--- src/rtl/ex_muldiv.sv ---
// rtl/ex_muldiv.sv - iterative multiply/divide unit with architectural HI/LO
//
// Purpose: radix-2 shift-add multiplier and restoring divider for the EX stage.
//   A long op runs BITS_SIZE cycles in RUN and one cycle in FIX, which applies
//   sign correction and writes HI/LO. MTHI/MTLO write HI/LO directly from IDLE.
// Configuration: define MULDIV_DIVIDE_EN to enable DIV/DIVU. Without it,
//   DIV/DIVU are rejected with a one-cycle o_illegal pulse.
// Ports:
//   i_clk, i_reset (async active-low)
//   i_start, i_md_op                        operation request
//   i_corto_register_A/B                    forwarding selects for operands A/B
//   i_register1/2, i_exmem_register,
//   i_wb_data_write                         operand sources
//   i_flush                                 abort in-flight op
//   o_hi, o_lo                              architectural HI/LO
//   o_busy, o_stall, o_done, o_illegal      status
module ex_muldiv #(
    parameter int BITS_SIZE          = 32,
    parameter int BITS_CORTOCIRCUITO = 3,
    parameter int BITS_MDOP          = 3
) (
    input  logic                          i_clk,
    input  logic                          i_reset,
    input  logic                          i_start,
    input  logic [BITS_MDOP-1:0]          i_md_op,
    input  logic [BITS_CORTOCIRCUITO-1:0] i_corto_register_A,
    input  logic [BITS_CORTOCIRCUITO-1:0] i_corto_register_B,
    input  logic [BITS_SIZE-1:0]          i_register1,
    input  logic [BITS_SIZE-1:0]          i_register2,
    input  logic [BITS_SIZE-1:0]          i_exmem_register,
    input  logic [BITS_SIZE-1:0]          i_wb_data_write,
    input  logic                          i_flush,
    output logic [BITS_SIZE-1:0]          o_hi,
    output logic [BITS_SIZE-1:0]          o_lo,
    output logic                          o_busy,
    output logic                          o_stall,
    output logic                          o_done,
    output logic                          o_illegal
);
    localparam int N  = BITS_SIZE;
    localparam int CW = $clog2(BITS_SIZE);

`ifdef MULDIV_DIVIDE_EN
    localparam bit DIV_EN = 1'b1;
`else
    localparam bit DIV_EN = 1'b0;
`endif

    localparam logic [BITS_MDOP-1:0] OP_MULT  = BITS_MDOP'(1);
    localparam logic [BITS_MDOP-1:0] OP_MULTU = BITS_MDOP'(2);
    localparam logic [BITS_MDOP-1:0] OP_DIV   = BITS_MDOP'(3);
    localparam logic [BITS_MDOP-1:0] OP_DIVU  = BITS_MDOP'(4);
    localparam logic [BITS_MDOP-1:0] OP_MTHI  = BITS_MDOP'(5);
    localparam logic [BITS_MDOP-1:0] OP_MTLO  = BITS_MDOP'(6);

    typedef enum logic [1:0] {S_IDLE, S_RUN, S_FIX} state_t;

    state_t         state_q;
    logic [N-1:0]   hi_q, lo_q;
    logic [N-1:0]   mcand_q;      // multiplicand or divisor magnitude
    logic [N-1:0]   dividend_q;   // raw dividend, needed for divide-by-zero HI
    logic [2*N-1:0] prod_q;       // mul: {partial, multiplier}; div: {remainder, quotient}
    logic [CW-1:0]  cnt_q;
    logic           is_div_q, neg_q, rem_neg_q, div_zero_q;
    logic           done_q, illegal_q;

    logic [N-1:0]   opa, opb, a_mag, b_mag;
    logic           op_signed, op_mul, op_div, op_div_en;
    logic [N:0]     mul_sum;
    logic [N+1:0]   div_diff;
    logic [2*N-1:0] prod_d, mul_res;
    logic [N-1:0]   quo_fix, rem_fix, hi_d, lo_d;

    function automatic logic [N-1:0] fwd_sel(
        input logic [BITS_CORTOCIRCUITO-1:0] sel,
        input logic [N-1:0]                  reg_v,
        input logic [N-1:0]                  exm_v,
        input logic [N-1:0]                  wb_v
    );
        case (sel)
            BITS_CORTOCIRCUITO'(1): return exm_v;
            BITS_CORTOCIRCUITO'(2): return wb_v;
            default:                return reg_v;
        endcase
    endfunction

    // Operand selection and magnitude conversion for the request in IDLE.
    always_comb begin
        opa       = fwd_sel(i_corto_register_A, i_register1, i_exmem_register, i_wb_data_write);
        opb       = fwd_sel(i_corto_register_B, i_register2, i_exmem_register, i_wb_data_write);
        op_signed = (i_md_op == OP_MULT) || (i_md_op == OP_DIV);
        a_mag     = (op_signed && opa[N-1]) ? -opa : opa;
        b_mag     = (op_signed && opb[N-1]) ? -opb : opb;
        op_mul    = (i_md_op == OP_MULT) || (i_md_op == OP_MULTU);
        op_div    = (i_md_op == OP_DIV) || (i_md_op == OP_DIVU);
        op_div_en = DIV_EN && op_div;
    end

    // One iteration step, plus the FIX-stage signed results.
    always_comb begin
        mul_sum  = {1'b0, prod_q[2*N-1:N]} + (prod_q[0] ? {1'b0, mcand_q} : {(N+1){1'b0}});
        // Shifted partial remainder (N+1 bits) minus divisor; sign bit set means restore.
        div_diff = {1'b0, prod_q[2*N-1:N-1]} - {2'b00, mcand_q};
        if (is_div_q) begin
            if (!div_diff[N+1]) begin
                prod_d = {div_diff[N-1:0], prod_q[N-2:0], 1'b1};
            end else begin
                prod_d = {prod_q[2*N-2:0], 1'b0};
            end
        end else begin
            prod_d = {mul_sum, prod_q[N-1:1]};
        end

        mul_res = neg_q ? -prod_q : prod_q;
        quo_fix = neg_q ? -prod_q[N-1:0] : prod_q[N-1:0];
        rem_fix = rem_neg_q ? -prod_q[2*N-1:N] : prod_q[2*N-1:N];
        // Most-negative / -1 needs no special case: the magnitude quotient
        // 2^(N-1) with positive sign already has the most-negative bit pattern.
        if (is_div_q) begin
            if (div_zero_q) begin
                hi_d = dividend_q;
                lo_d = {N{1'b1}};
            end else begin
                hi_d = rem_fix;
                lo_d = quo_fix;
            end
        end else begin
            hi_d = mul_res[2*N-1:N];
            lo_d = mul_res[N-1:0];
        end
    end

    always_ff @(posedge i_clk or negedge i_reset) begin
        if (!i_reset) begin
            state_q    <= S_IDLE;
            hi_q       <= '0;
            lo_q       <= '0;
            mcand_q    <= '0;
            dividend_q <= '0;
            prod_q     <= '0;
            cnt_q      <= '0;
            is_div_q   <= 1'b0;
            neg_q      <= 1'b0;
            rem_neg_q  <= 1'b0;
            div_zero_q <= 1'b0;
            done_q     <= 1'b0;
            illegal_q  <= 1'b0;
        end else begin
            done_q    <= 1'b0;
            illegal_q <= 1'b0;
            case (state_q)
                S_IDLE: begin
                    if (!i_flush && i_start) begin
                        if (op_mul || op_div_en) begin
                            state_q    <= S_RUN;
                            prod_q     <= {{N{1'b0}}, a_mag};
                            mcand_q    <= b_mag;
                            dividend_q <= opa;
                            cnt_q      <= '0;
                            is_div_q   <= op_div;
                            neg_q      <= op_signed && (opa[N-1] ^ opb[N-1]);
                            rem_neg_q  <= op_signed && opa[N-1];
                            div_zero_q <= (opb == '0);
                        end else if (op_div) begin
                            illegal_q <= 1'b1;
                        end else if (i_md_op == OP_MTHI) begin
                            hi_q <= opa;
                        end else if (i_md_op == OP_MTLO) begin
                            lo_q <= opa;
                        end
                    end
                end
                S_RUN: begin
                    if (i_flush) begin
                        state_q <= S_IDLE;
                    end else begin
                        prod_q <= prod_d;
                        cnt_q  <= cnt_q + CW'(1);
                        if (cnt_q == CW'(BITS_SIZE - 1)) begin
                            state_q <= S_FIX;
                        end
                    end
                end
                S_FIX: begin
                    state_q <= S_IDLE;
                    if (!i_flush) begin
                        hi_q   <= hi_d;
                        lo_q   <= lo_d;
                        done_q <= 1'b1;
                    end
                end
                default: state_q <= S_IDLE;
            endcase
        end
    end

    assign o_hi      = hi_q;
    assign o_lo      = lo_q;
    assign o_busy    = (state_q != S_IDLE);
    assign o_done    = done_q;
    assign o_illegal = illegal_q;
    // Held low during reset so the pipeline is free the moment reset lifts.
    assign o_stall   = i_reset &&
                       (o_busy || (i_start && (op_mul || op_div_en) && (state_q == S_IDLE)));

endmodule

--- config.mk ---
export PLATFORM = sky130hd
export DESIGN_NAME = ex_muldiv
export DESIGN_NICKNAME = d
export VERILOG_FILES = /design/src/rtl/ex_muldiv.sv
export SDC_FILE = /design/constraint.sdc
export NUM_CORES = 1
export LEC_CHECK = 0
export BUFFER_PORTS_ARGS = -buffer_cell sky130_fd_sc_hd__buf_2
export CAP_MARGIN = 10
export CORE_MARGIN = 5
export CORE_UTILIZATION = 34
export CTS_CLUSTER_SIZE = 30
export DETAILED_ROUTE_END_ITERATION = 16
export PLACE_DENSITY_LB_ADDON = 0.3
export SYNTH_ARGS = -nofsm -noshare
export SYNTH_HDL_FRONTEND = slang
export SYNTH_SLANG_ARGS = --single-unit
--- constraint.sdc ---
create_clock -name i_clk -period 8.35 [get_ports i_clk]
set_input_delay 0.4175 -clock i_clk [delete_from_list [all_inputs] [get_ports i_clk]]
set_output_delay 0.4175 -clock i_clk [all_outputs]
set_load 0.02 [all_outputs]
* After elaboration in Yosys (flattened, before gate mapping) *
Index checks and enable logic that the tools add are counted.

operators by class
  reductions and logical operators = 22
  multiply operators = 0
  div/mod/pow operators = 0
  shift-type cells = 0
  muxes and demuxes = 46
  magnitude comparators = 0
  bitwise operators = 1
  add/sub/neg operators = 8
  eq/ne operators = 23

operators with widths
  operator                                                                count
  32-bit two-way mux                                                      20
  64-bit two-way mux                                                      6
  32-bit one-hot mux with 2 select lines                                  4
  32-bit negator                                                          4
  64-bit one-hot mux with 2 select lines                                  1
  64-bit negator                                                          1
  33-bit by 32-bit subtractor with 34-bit output                          1
  32-bit by 32-bit adder with 33-bit output                               1
  32-bit zero test                                                        1
  2-bit inequality test (second input constant)                           9
  5-bit two-way mux                                                       3
  3-bit by 2-bit equality test with 1-bit output (second input constant)  4
  5-bit one-hot mux with 2 select lines                                   1
  3-bit by 1-bit equality test with 1-bit output (second input constant)  3
  3-bit equality test (second input constant)                             3
  2-bit two-way mux                                                       4
  1-bit logical AND                                                       7
  7-bit AND reduction                                                     1
  1-bit two-way mux                                                       6
  3-bit AND reduction                                                     2
  6-bit AND reduction                                                     1
  2-bit nonzero test                                                      3
  5-bit by 1-bit adder with 5-bit output (second input constant)          1
  5-bit equality test (second input constant)                             1
  9 further kinds                                                         12

storage, ports and cells
  memory bits (read-only) = 0
  input bits = 141
  RAM bits = 0
  register bits = 205
  word-level logic and storage cells = 113
  memories kept = 0
  output and inout port bits = 68
  latch bits = 0

* Depth between registers and ports, before layout *
Gate-level depths: netlist (run 1).

  depth after elaboration = 8
  mapped depth = 13
  mapped depth without buffers = 12

* Worst setup path before layout (run 1) *
Ideal clock, no wire load.

  kind = flip-flop to flip-flop
  from = reg prod_q[0]
  to = reg prod_q[43]
  arrival = 2925 ps
  required time = 8228 ps
  setup time = 122 ps
  cell stages (with the launch flop) = 13
  path slack = 5303 ps
  cell sequence = dfrtp_1 inv_1 clkbuf_1 nor2_1 ha_1 o21ai_0 a21oi_1 o21a_1 a21o_1 a21oi_1 o2111a_1 or4_1 a32o_1

on the way
  cells in the longest elaborated chain, start to end = 5

ends and longest elaborated chain
  item                                       RTL line  text
  from (decl)                                62        logic [2*N-1:0] prod_q;
  from (signal assigned)                     156       prod_q <= {{N{1'b0}}, a_mag};
  from (signal assigned)                     177       prod_q <= prod_d;
  32-bit two-way mux                         101       mul_sum = {1'b0, prod_q[2*N-1:N]} + (prod_q[0] ? {1'b0, mcand_q} : {(N+1){1'b0}});
  32-bit by 32-bit adder with 33-bit output  101
  64-bit two-way mux                         104       if (is_div_q) begin
  64-bit two-way mux                         174       if (i_flush) begin
  64-bit one-hot mux with 2 select lines     151       case (state_q)

No other way between the ends. The select of a mux whose other input is x is not followed.
A chain may end at the register's enable or synchronous reset.

* Final worst setup path (run 1) *
  from = in i_corto_register_A[1]
  to = reg prod_q[11]

on the way
  cells in the longest elaborated chain, start to end = 7
  elaborated cells between the ends (all ways) = 9

ends and longest elaborated chain
  item                                                                                                                     RTL line  text
  from (decl)                                                                                                              26        input logic [BITS_CORTOCIRCUITO-1:0] i_corto_register_A,
  3-bit by 2-bit equality test with 1-bit output / 3-bit by 1-bit equality test with 1-bit output (equally long branches)  80        case (sel)
  32-bit one-hot mux with 2 select lines *                                                                                 80
  32-bit negator / 1-bit logical AND (equally long branches)                                                               92        a_mag = (op_signed && opa[N-1]) ? -opa : opa;
  32-bit two-way mux *                                                                                                     92
  64-bit two-way mux *                                                                                                     154       if (op_mul || op_div_en) begin
  64-bit two-way mux *                                                                                                     153       if (!i_flush && i_start) begin
  64-bit one-hot mux with 2 select lines *                                                                                 151

Mark *: on every way between the ends. The rest lies on a longest branch, timed or not. The select of a mux whose other input is x is not followed.

==> impl_results.md, run 1 <==
* Status: completed
* Fill count at 5846
* Final min period at 4030 ps
* Worst vdd ir at 167 uV
* Fmax achieved at 248 MHz
* Final HPWL DP at 63.3 mm
* First-pass GRT wire length at 125 mm
* Post-route cell area at 21700 um2
* Cell family with most CP delay: compound AO/OA/AOI/OAI gates
* Maxcap violations at 0
* Share of layout cells above drive strength 1 at 0.137
* I/O Buffers at 208
* Via count at 20850
* EDFF count, synth at 0
* Drt wl/cell at 24.8 um
* Core Region at 56300 um2
* R2r worst-path depth at 10
* R2R setup slack at 4450 ps
* Setup Fix Bufs, Post-CTS at 0
* Synthesized net count at 2734
* Starting DRT DRC Count at 2417
* Grt ovf at 0
* M1 WL at 35.5 mm
* Post-Route Skew at 27.9 ps
* Clk buf depth at 3
* Synth top area cells: dfrtp_1 27%, o21ai_0 5.7%, nand2_1 5.3%, nor2_1 5.2%, ha_1 4.5%
* Top Layer Used: met5
* Worst stage delay on the critical path at 1060 ps
* Leak pwr at 9.32 nW
* Routed wl met3 at 8.00 mm
* Drt pass-1 iters at 6
* Synth async-reset ratio at 1.00
* Remaining antenna violation count after routing at 0
* Drt drc at 0
* Area grow syn2layout at 12.8%
* Library cells used by synthesis at 85
* Critical path arrival at 4490 ps
* Die Height at 248 um
* Setup TNS at 0 ps
* Worst-Skew Late Latency at 570 ps
* Mapped Cells at 2521
* Crit path from: i_corto_register_A[1]
* Startpoint types: primary input
* Hold Crit Class: in -> reg
* # IOs at 209
* Row cnt at 87
* Cell Area, Synth at 19300 um2
* Die extent in x at 248 um
* Post-route insts no fill at 3374
* Slowest stage cell, crit path: o221ai_1
* Met2 wire len at 35.8 mm
* CP Capture Type: register
* CP cell instances: buf_4 -> a21oi_1 -> o221ai_1 -> nand4_1 -> nor3_2 -> a31oi_1 -> and3_1 -> o32a_1
* Main flop type after synthesis: dfrtp_1
* Yosys top cell area share at 0.266
* Flop pwr share at 0.281
* Post-cts resize count at 0
* Switching pwr at 2.90 mW
* Clock Root Buffer: clkbuf_16
* Worst Hold End: o_illegal$_DFF_PN0_
* WL final at 83.8 mm
* Placed inst area at 20900 um2
* Largest net degree at the start of global routing at 143
* FF-to-FF End: prod_q[55]$_DFFE_PN0P_
* Internal power at 3.17 mW
* Period utilization at 0.483
* Hold Violations, Final at 0
* Hold_sp: i_start
* Die area at 61500 um2
* Clock Sinks at 205
* CP max FO at 128
* Slew Limit Fails at 0
* Cts hold-fix bufs at 1
* Worst r2r src: prod_q[40]$_DFFE_PN0P_
* Critical path class: in -> reg
* Switch share at 0.478
* Top cell type by total area after synthesis: dfrtp_1
* Logic pwr share at 0.530
* RSZ-0062 raised after global routing: no
* Area of the multi-input gates at 13100 um2
* Placed Cells at 3327
* Nets at 2812
* Sequential area share after synthesis at 0.266
* Total design power at 6.06 mW
* Reg clk slew, reported paths at 70 ps
* Via-per-instance ratio at 6.18
* Relative slew slack at 0.129
* List of most frequent post-synthesis cells: 274 x nand2_1, 266 x nor2_1, 219 x o21ai_0
* Clock power share at 0.189
* Vias in the first global route at 19788
* Critical Path Stages at 8
* Worst Path Buf+Inv at 1
* Most common cell in the synthesized netlist: nand2_1
* Initial antenna violation count at 8
* Slew of the pin with the lowest slew margin at 1310 ps
* Ys Warns at 0
* Initial Util at 0.342
* PwrDens at 279 nW/um2
* Hold path depth at 2
* Worst Path Required at 8810 ps
* Final setup fails at 0
* CTS HTree Levels at 1
* Register bit count reported by yosys at 205
* Register area at 5130 um2
* Total CTS buffers at 25
* CTS tree: built
* Gpl congestion at 1.08
* Mean post-synth cell area at 7.64 um2
* Global Route Usage Sum at 0.262
## registers in the layout, indices dropped and copies added (netlist names), 2 cells and up
| name | count |
|---|---|
| cnt_q | 5 |
| o_lo | 32 |
| state_q | 2 |
| o_hi | 32 |
| prod_q | 64 |
| mcand_q | 32 |
| dividend_q | 32 |
## worst register-to-register path, stage by stage (launching register included)
cell	delay [ps]
dfrtp_1	540
ha_1	450
nand3_1	160
a2111oi_0	430
o21ai_0	320
a211oi_1	480
o21a_1	470
buf_4	330
mux2_2	360
a21oi_1	150
a211oi_1	90
## cell families (layout without fill, tap and decap cells)
kind of cell               after synthesis  in the layout  synth area share
AOI/OAI and AO/OA                      972            972             0.345
and+or+nand+nor                        803            803             0.193
buffers and inverters                  274            370            0.0558
DFF                                    205            205             0.266
xor gates and xnor gates               136            136            0.0618
adders and majority gates               72             72            0.0475
muxes                                   59             59            0.0313
other                                    0              1                 0
## per-layer routing
metal  vias to the layer above  track usage
met4                         6        0.118
li1                       9581            -
met5                         -            0
met2                      1143        0.395
met3                       207       0.0510
met1                      9913        0.365
## per-stage QoR
| step | hold WS, ps | util | setup WS (ps) |
|---|---|---|---|
| floorplan | 122 | - | 5300 |
| global placement | 401 | 0.371 | 3920 |
| detailed placement | 407 | 0.371 | 3930 |
| CTS | 135 | 0.386 | 4490 |
| global route | 161 | 0.386 | 4120 |
| finish | 161 | 0.386 | 4320 |
## worst max path at each step
stage | end | slack (ps)
global route | prod_q[11]$_DFFE_PN0P_ | 4120
floorplan | prod_q[43]$_DFFE_PN0P_ | 5300
finish | prod_q[11]$_DFFE_PN0P_ | 4320
CTS | prod_q[62]$_DFFE_PN0P_ | 4490
global placement | prod_q[11]$_DFFE_PN0P_ | 3920
detailed placement | prod_q[11]$_DFFE_PN0P_ | 3930
## final cells by class
type                       instances  area share
multi-input combinational       2042       0.604
sequential                       205       0.236
timing repair buffer             255      0.0654
tap                              756      0.0435
clock buffer                      34      0.0322
inverter                          70      0.0121
clock inverter                    11     0.00696
antenna                            1    0.000115
## cells in the final DEF (no fill, tap or decap), types with 70 or more instances in the layout
master and instances:
ha_1 70, a21o_1 71, dfrtp_1 203, a21oi_1 172, nor2_1 265, xor2_1 81
o21ai_0 218, buf_2 206, o211ai_1 80, o221ai_1 87, nand2_1 274
## power groups by stage
stage / Clock (mW) / Sequential [mW] / Combinational, mW
after global placement: 0 / 1.69 / 3.12
after detailed placement: 0 / 1.70 / 3.15
after CTS: 1.17 / 1.69 / 3.17
after global routing: 1.20 / 1.73 / 3.51
final: 1.15 / 1.71 / 3.21
after floorplan: 0 / 1.54 / 2.31
No activity file was read; power rests on OpenSTA's default activity.
==> inputs of run 2 (changes only) <==
==> constraint.sdc (replaced) <==
create_clock -name i_clk -period 3.9 [get_ports i_clk]
set_input_delay 0.195 -clock i_clk [delete_from_list [all_inputs] [get_ports i_clk]]
set_output_delay 0.195 -clock i_clk [all_outputs]
set_load 0.02 [all_outputs]
==> impl_results.md, run 2 (synthesized netlist as in run 1, its figures left out) <==
* Status: completed
* Reg clk slew, reported paths at 60 ps
* Period utilization at 0.958
* Fill count at 5802
* Fmax achieved at 268 MHz
* Clock power share at 0.187
* Via-per-instance ratio at 6.18
* Logic pwr share at 0.562
* Starting DRT DRC Count at 2357
* Most common cell after layout, fill and taps aside: nand2_1
* RSZ-0062 raised after global routing: no
* Nets at 2896
* Critical path class: reg -> reg
* Switch share at 0.473
* Worst-Skew Late Latency at 550 ps
* Internal power at 7.09 mW
* First-pass GRT wire length at 128 mm
* Relative slew slack at 0.230
* # IOs at 209
* Setup Fix Bufs, Post-CTS at 0
* Critical path arrival at 4160 ps
* Final min period at 3740 ps
* Global Route Usage Sum at 0.266
* Area of the multi-input gates at 13100 um2
* Maxcap violations at 0
* Area grow syn2layout at 16.3%
* Initial Util at 0.342
* Final HPWL DP at 65.2 mm
* Flop pwr share at 0.251
* CTS HTree Levels at 1
* Share of layout cells above drive strength 1 at 0.162
* Hold Violations, Final at 0
* Placed Cells at 3408
* Setup TNS at 0 ps
* CTS tree: built
* Leak pwr at 9.74 nW
* Core Region at 56300 um2
* Largest net degree at the start of global routing at 98
* Worst Path Required at 4330 ps
* Post-Route Skew at 12.0 ps
* Drt wl/cell at 24.4 um
* Final setup fails at 0
* PwrDens at 600 nW/um2
* Die Height at 248 um
* Hold Crit Class: in -> reg
* Slew Limit Fails at 0
* Post-route insts no fill at 3459
* Switching pwr at 6.36 mW
* Total CTS buffers at 26
* Worst vdd ir at 263 uV
* Grt ovf at 0
* Startpoint types: register
* CP Capture Type: register
* Slew of the pin with the lowest slew margin at 1150 ps
* WL final at 84.5 mm
* Die area at 61500 um2
* Via count at 21363
* R2R setup slack at 160 ps
* Row cnt at 87
* Max FFs per register at 64
* Remaining antenna violation count after routing at 0
* Register area at 5130 um2
* Clk buf depth at 3
* Initial antenna violation count at 7
* Vias in the first global route at 20275
* Most frequent cells in the layout: 274 x nand2_1, 265 x nor2_1, 218 x o21ai_0, 206 x buf_2, 203 x dfrtp_1
* Drt pass-1 iters at 6
* Drt drc at 0
* CP max FO at 8
* Reg with most FFs: prod_q
* Gpl congestion at 1.11
* Die extent in x at 248 um
* Clock Sinks at 205
* Clock Root Buffer: clkbuf_16
* I/O Buffers at 208
==> run 2: stage by stage <==
stage	worst slack (ps)	hold WS, ps	power (mW)	util	cell area (um2)
after floorplan	853	-101	8.24	-	19300
after global placement	418	220	10.6	0.382	21500
after detailed placement	320	220	10.8	0.382	21500
after CTS	316	124	13.3	0.398	22400
after global routing	69.4	166	14.3	0.398	22400
final	165	143	13.5	0.398	22400
==> run 2: path summary, 6_finish.rpt <==
kind,startpoint,endpoint,cells past startpoint
max in group asynchronous,i_reset,prod_q[15]$_DFFE_PN0P_,3
min in group asynchronous,i_reset,o_hi[16]$_DFFE_PN0P_,2
setup reg to reg,prod_q[24]$_DFFE_PN0P_,o_hi[30]$_DFFE_PN0P_,8
setup / recovery,prod_q[24]$_DFFE_PN0P_,o_hi[30]$_DFFE_PN0P_,8
hold reg to reg,o_hi[24]$_DFFE_PN0P_,o_hi[24]$_DFFE_PN0P_,2
hold / removal,i_register2[23],mcand_q[23]$_DFFE_PN0P_,4
==> run 2: cell type report <==
class,instances,share of cell area
Tap cell,756,0.0422
Antenna cell,2,0.000223
Clock inverter,10,0.00625
Timing Repair Buffer,338,0.0926
Inverter,70,0.0117
Clock buffer,36,0.0330
Sequential cell,205,0.229
Multi-Input combinational cell,2042,0.585
==> run 2: timing repair <==
| item | CTS | global route |
|---|---|---|
| endpoints found under the hold margin | 66 | 0 |
| resized for setup | 0 | 0 |
| hold buffers | 3 | 0 |
==> run 2: power by group through the flow <==
stage | clock network, mW | registers [mW] | logic (mW)
5_1_grt | 2.64 | 3.44 | 8.23
3_3_place_gp | 0 | 3.35 | 7.28
3_5_place_dp | 0 | 3.39 | 7.37
4_1_cts | 2.55 | 3.35 | 7.41
2_1_floorplan | 0 | 3.29 | 4.95
6_report | 2.51 | 3.38 | 7.56
==> run 2: worst max-delay path, cell delays in order (launching register included) <==
cell      delay [ps]
dfrtp_1          470
or4_4            590
or4_4            550
nand2b_1         420
nor4_1           820
nand3_1          200
a32o_1           250
nor3b_1          210
o41ai_1          110
==> run 2: metal layers <==
metal,part of all wire,wire length (um),global-route usage,vias up
li1,-,-,-,9753
met1,0.42,35800,0.366,10299
met2,0.44,37300,0.417,1118
met3,0.092,7770,0.0519,185
met4,0.042,3560,0.0946,8
met5,0.00059,50,0,-
